### config.mk
export PLATFORM = sky130hd
export DESIGN_NAME = regfile_param
export DESIGN_NICKNAME = d
export VERILOG_FILES = /design/src/rtl/regfile_param.sv
export SDC_FILE = /design/constraint.sdc
export NUM_CORES = 1
export LEC_CHECK = 0
export ABC_AREA = 1
export BUFFER_PORTS_ARGS = -buffer_cell sky130_fd_sc_hd__buf_2
export CAP_MARGIN = 5
export CORE_MARGIN = 1.5
export CORE_UTILIZATION = 25
export DETAILED_ROUTE_END_ITERATION = 8
export SLEW_MARGIN = 20
export SYNTH_ARGS = -nofsm -noshare
export SYNTH_HDL_FRONTEND = slang
export SYNTH_SLANG_ARGS = --single-unit
### constraint.sdc
create_clock -name clk -period 1.25 [get_ports clk]
set_input_delay 0.1875 -clock clk [delete_from_list [all_inputs] [get_ports clk]]
set_output_delay 0.1875 -clock clk [all_outputs]
set_load 0.03 [all_outputs]
### src/rtl/regfile_param.sv
// Parametrised register file: DEPTH x WIDTH storage with one synchronous write
// port, two combinational read ports, optional write-through bypass, optional
// hardwired-zero entry 0, and a per-entry busy scoreboard for RAW detection.
//
// Ports:
//   clk              rising-edge clock
//   rst              asynchronous reset, active-low
//   wren/waddr/wdata write port (writeback)
//   raddr1/raddr2    read addresses (decode)
//   rdata1/rdata2    combinational read data
//   rsv_en/rsv_addr  reserve an entry for an in-flight producer
//   flush            clear every busy bit
//   busy1/busy2      pending-write flag of the entry at raddr1/raddr2
//   busy_any         OR of all registered busy bits
module regfile_param #(
    parameter int unsigned WIDTH    = 16,
    parameter int unsigned DEPTH    = 16,
    parameter int unsigned BYPASS   = 1,
    parameter int unsigned ZERO_REG = 0,
    localparam int unsigned AW      = $clog2(DEPTH)
) (
    input  logic             clk,
    input  logic             rst,
    input  logic             wren,
    input  logic [AW-1:0]    waddr,
    input  logic [WIDTH-1:0] wdata,
    input  logic [AW-1:0]    raddr1,
    input  logic [AW-1:0]    raddr2,
    output logic [WIDTH-1:0] rdata1,
    output logic [WIDTH-1:0] rdata2,
    input  logic             rsv_en,
    input  logic [AW-1:0]    rsv_addr,
    input  logic             flush,
    output logic             busy1,
    output logic             busy2,
    output logic             busy_any
);

    localparam bit HAS_BYPASS = (BYPASS != 0);
    localparam bit HAS_ZERO   = (ZERO_REG != 0);

    logic [WIDTH-1:0] mem [DEPTH];
    logic [DEPTH-1:0] busy;
    logic [DEPTH-1:0] busy_nxt;
    logic             wr_ok;
    logic             byp1;
    logic             byp2;

    // Writes to the hardwired-zero entry are dropped.
    assign wr_ok = wren && !(HAS_ZERO && (waddr == '0));

    // Scoreboard next state: flush beats everything; a same-address reserve
    // beats the completing write because the new producer is still in flight.
    always_comb begin
        busy_nxt = busy;
        if (flush) begin
            busy_nxt = '0;
        end else begin
            if (wren && !(rsv_en && (rsv_addr == waddr))) begin
                busy_nxt[waddr] = 1'b0;
            end
            if (rsv_en) begin
                busy_nxt[rsv_addr] = 1'b1;
            end
        end
        if (HAS_ZERO) begin
            busy_nxt[0] = 1'b0;
        end
    end

    // Storage and scoreboard registers.
    always_ff @(posedge clk or negedge rst) begin
        if (!rst) begin
            mem  <= '{default: '0};
            busy <= '0;
        end else begin
            if (wr_ok) begin
                mem[waddr] <= wdata;
            end
            busy <= busy_nxt;
        end
    end

    // Bypass is gated by rst so reads show zero while reset is held.
    assign byp1 = HAS_BYPASS && rst && wren && (waddr == raddr1);
    assign byp2 = HAS_BYPASS && rst && wren && (waddr == raddr2);

    // Read ports: storage, then forwarded write data, then the zero override.
    always_comb begin
        rdata1 = mem[raddr1];
        if (byp1) begin
            rdata1 = wdata;
        end
        if (HAS_ZERO && (raddr1 == '0)) begin
            rdata1 = '0;
        end
    end

    always_comb begin
        rdata2 = mem[raddr2];
        if (byp2) begin
            rdata2 = wdata;
        end
        if (HAS_ZERO && (raddr2 == '0)) begin
            rdata2 = '0;
        end
    end

    // A completing write being forwarded hides the busy flag from decode.
    assign busy1    = busy[raddr1] & ~byp1;
    assign busy2    = busy[raddr2] & ~byp2;
    assign busy_any = |busy;

endmodule

### Word-level counts from Yosys, hierarchy flattened

Cells that the tools add are included.

* bits in registers: 272
* input bits: 37
* output and inout bits: 35
* logic and storage cells: 73

* $lt $le $gt $ge: 10
* eq/ne operators: 3
* muxes and demuxes: 23
* bitwise logic cells: 10
* reductions and logical operators: 10

Operators by type and width (number)
* bitwise mux 256 bit: 1
* 2-to-1 mux 16 bit: 11
* binary-select mux 16 bit (select 4 bit): 2
* demux 16 bit (select 4 bit): 1
* less-than comparator 4 x 5 -> 1 bit (second input constant): 4
* bitwise AND 16 bit: 1
* inverter 16 bit: 1
* bitwise OR 16 bit: 1
* OR reduction 16 bit: 1
* greater-or-equal comparator 5 bit (second input constant): 3
* inverter 4 -> 5 bit: 3
* == test 4 bit: 3
* binary-select mux 1 bit (select 4 bit): 2
* demux 1 bit (select 4 bit): 2
* greater-or-equal comparator 4 x 1 -> 1 bit (second input constant): 2
* logical AND 1 bit: 8
* less-than comparator 5 x 1 -> 1 bit (second input constant): 1
* 2-to-1 mux 1 bit: 4
* bitwise AND 1 bit: 2
* inverter 1 bit: 2
* zero test 1 bit: 1

### Logic depth before layout (Yosys ltp)

* depth after elaboration: 11
* mapped depth: 10

### Worst setup path before layout

Ideal clock, no wire load.

* path kind: input -> output
* start: in raddr2[1]
* end: out busy2
* arrival time: 1.442 ns
* required time: 1.062 ns
* slack: -0.379 ns
* stages: 8
* buffers on the path: 3
* cell sequence: buf_2 inv_2 buf_2 buf_2 o211ai_1 nand3_1 a21oi_1 nor2_1

* word-level cells in the longest chain between the ends: 4
* elaborated cells between the ends (all ways): 6
* those cells by class: 1 x eq/ne; 2 x mux; 2 x bitwise; 1 x reduce/logical

Ends and longest elaborated chain
* start, declared: RTL line 28 `input logic [AW-1:0] raddr2,`
* parallel branches: the longest is 3 deep, another holds binary-select mux 1 bit (select 4 bit)
* bitwise AND 1 bit *: RTL line 111 `assign busy2 = busy[raddr2] & ~byp2;`
* end, declared: RTL line 35 `output logic busy2,`

Mark *: on every way between the ends. The select of a mux whose other input is x is not followed.

### Worst setup path in the final report

* start: reg busy[3]
* end: out busy_any

* word-level cells in the longest chain between the ends: 1

Ends and longest elaborated chain
* start, declared: RTL line 43 `logic [DEPTH-1:0] busy;`
* start signal, assigned: RTL line 80 `busy <= busy_nxt;`
* OR reduction 16 bit: RTL line 112 `assign busy_any = |busy;`
* end, declared: RTL line 36 `output logic busy_any`

No other way between the ends.

==> results.toml <==
[logic_synthesis]
yosysUniqueCellTypes = 27
synth_xor_area_share_pct = 0.158
synthMuxAreaShare_pct = 0
synth_area_um2 = 16600
yosysSeqAreaShare_pct = 41.0
synth-compound-area-share_pct = 8.87
ys_warn_count = 0
synth_area_leaders = "dfrtp_1, nand2_1, nand3_1"
synth_cells = 2551
synth_edf_count = 0
synth-seq-cells = 272
synthAdderAreaFrac_pct = 0
synth_fp_nets = 2588
async_flop_share_pct = 100
yosysTopAreaCellShare_pct = 41.0
synth_top_family_by_area = "simple AND/OR/NAND/NOR gates"
netlist_top_cells_count = "nand2_1, nand3_1, inv_1"
synth_flop_cell = "dfrtp_1"
synth-simple-area-share_pct = 37.8
synth.most_common_cell = "nand2_1"
synth_area_per_cell_um2 = 6.50
netlist.top_cell.by_area = "dfrtp_1"

[layout]
fin_cells = 3666
syn_to_final_growth_pct = 42.5
post-route-util_pct = 35.9
drive_gt1_share_pct = 41.0
fill_cells = 6746
layout.nets = 2817

[critical_path]
required_ns = 1.06
crit_family = "simple AND/OR/NAND/NOR gates"
cpPeakStageDelay_ns = 0.41
crit_fanout = 3
critPathKind = "reg -> out"
worstSetupEndpointType = "output port"
critPathBufInv = 2
reg2regPathDepth = 5
critPathLaunchType = "flip-flop"
worstPathArrival_ns = 1.82
path_cells = "nor4_2 -> buf_4 -> nand4_1 -> buf_6"
worst-path-stages = 4
crit_slowest_cell = "dfrtp_1"

[drt]
antenna_left = 0
drc = 0
vias = 18200
drt-pass1-iter-count = 7
viasPerCell = 4.97
wl_per_cell_um = 18.8
drt-total-wl_um = 68800
drtIter0Drc = 1949

[grt]
grt_pass1_wl_um = 104000
antenna_found_initial = 11
grt_usage_pct = 20.0
grt_max_degree = 165
grt_overflow = 0
grt_pass1_vias = 17000

[status]
status = "complete, but fails checks"
failed_checks = "hold timing, setup timing"

[cts]
insertion_delay_ns = 0.59
cts-root-buf = "clkbuf_16"
cts_sinks = 272
cts_tree = "built"
clk_pin_slew_ns = 0.06
numCtsBuffers = 30
cts_buffer_depth = 3
cts_hold_buf = 7
h-tree-depth = 1

[place]
hpwl_um = 44700
gp_congestion = 0.856
pre_cts_slack_ns = -0.636
place_inst = 3550
portBuffers = 71

[power_and_ir_drop]
leakage_nw = 11.0
vdd_ir_drop_max_v = 0.00109
p_int_mw = 20.7
power_density_nw_per_um2 = 1360
switchingPower_mw = 11.4
netSwitchingFraction_pct = 35.5
pwr-share-seq_pct = 36.3
p_comb_share_pct = 35.6
p_clk_share_pct = 28.1

[floorplanning]
die_w_um = 261
start_util_pct = 25.2
die_h_um = 261
rows = 94
die_area_um2 = 67900
ioPinCount = 72
core_area_um2 = 65700

[run]
cap_violations = 0

[sta]
timing.final.ws_setup_ns = -0.755
finalHoldViolations = 33
grt_setup_unrepaired = "true"
min_period_over_period_pct = 160
finalMaxSlewViolations = 0
setup_tns_ns = -22.76
fin_skew_ns = 0
fmax_mhz = 499
max_slew.worst_pin.slew_ns = 0.904
relSlewSlack_pct = 39.7
whs_ns = -0.282
setup_viol = 35
layout_min_cycle_time_ns = 2.01

[worst_hold_path]
hold_class = "in -> async"
-- registers in the layout, summed over array words and instances, names as in the netlist --
signal  flops
busy       16
mem       256
-- what timing repair did --
action | CTS | global route
pin swaps | 136 | 190
resized for setup | 399 | 349
setup buffers | 18 | 37
endpoints found under the setup margin | 35 | 66
hold endpoints to repair | 52 | 33
-- final timing paths --
kind	start	endpoint	slack (ns)
worst max-delay path	busy[3]	busy_any	-0.76
worst min-delay path	rst	mem[34]	-0.28
worst max register to register	mem[4]	mem[4]	0.21
worst min register to register	mem[11]	mem[11]	0.55
max in group asynchronous	rst	mem[105]	0.26
min in group clk	wdata[10]	mem[218]	0.04
-- cells in the final DEF, fill, tap and decap left out, drive strengths merged, types with 6 or more instances in the layout --
cell	synthesis	routed
a21oi	18	18
buf	128	391
clkbuf	73	46
clkinv	4	7
dfrtp	272	272
dlygate4sd3	0	7
inv	283	283
nand2	975	975
nand3	475	475
nor2	38	38
nor3	6	6
o211ai	12	12
o21ai	258	258
-- routing by layer --
| layer | wire length (um) | GRT usage (%) | up-vias |
|---|---|---|---|
| met2 | 29500 | 29.7 | 882 |
| li1 | - | - | 8502 |
| met1 | 29900 | 28.2 | 8645 |
| met5 | 0 | 0 | - |
| met3 | 6760 | 4.34 | 177 |
| met4 | 2680 | 7.59 | 0 |
-- area by class of cell --
type                            count  area [um^2]  share of cell area [%]
Timing Repair Buffer              398         3750                    15.9
Clock inverter                      4         48.8                   0.206
Tap cell                          864         1080                    4.57
Inverter                          287         1100                    4.65
Sequential cell                   272         6810                    28.8
Antenna cell                        4         10.0                  0.0424
Clock buffer                       46          912                    3.86
Multi-Input combinational cell   1791         9920                    42.0
-- kinds of logic after synthesis --
family | after synthesis
AOI/OAI and AO/OA | 288
DFF | 272
xor gates and xnor gates | 3
and+or+nand+nor | 1500
buffers and inverters | 488
-- metrics by stage --
| step | hold WS [ns] | total power, mW | area [um^2] |
|---|---|---|---|
| floorplan | -0.108 | 17.0 | 17100 |
| global placement | 0.335 | 20.3 | 20200 |
| detailed placement | 0.336 | 20.5 | 20200 |
| CTS | -0.288 | 30.8 | 22200 |
| global route | -0.249 | 33.9 | 23600 |
| finish | -0.282 | 32.1 | 23600 |
-- power by group through the flow --
stage | combinational, mW | clock (mW) | sequential [mW]
2_1_floorplan | 5.66 | 0 | 11.3
3_3_place_gp | 8.95 | 0 | 11.4
3_5_place_dp | 9.07 | 0 | 11.4
4_1_cts | 10.1 | 9.14 | 11.5
5_1_grt | 12.6 | 9.51 | 11.8
6_report | 11.4 | 9.01 | 11.6
(Power assumes the default switching activity.)
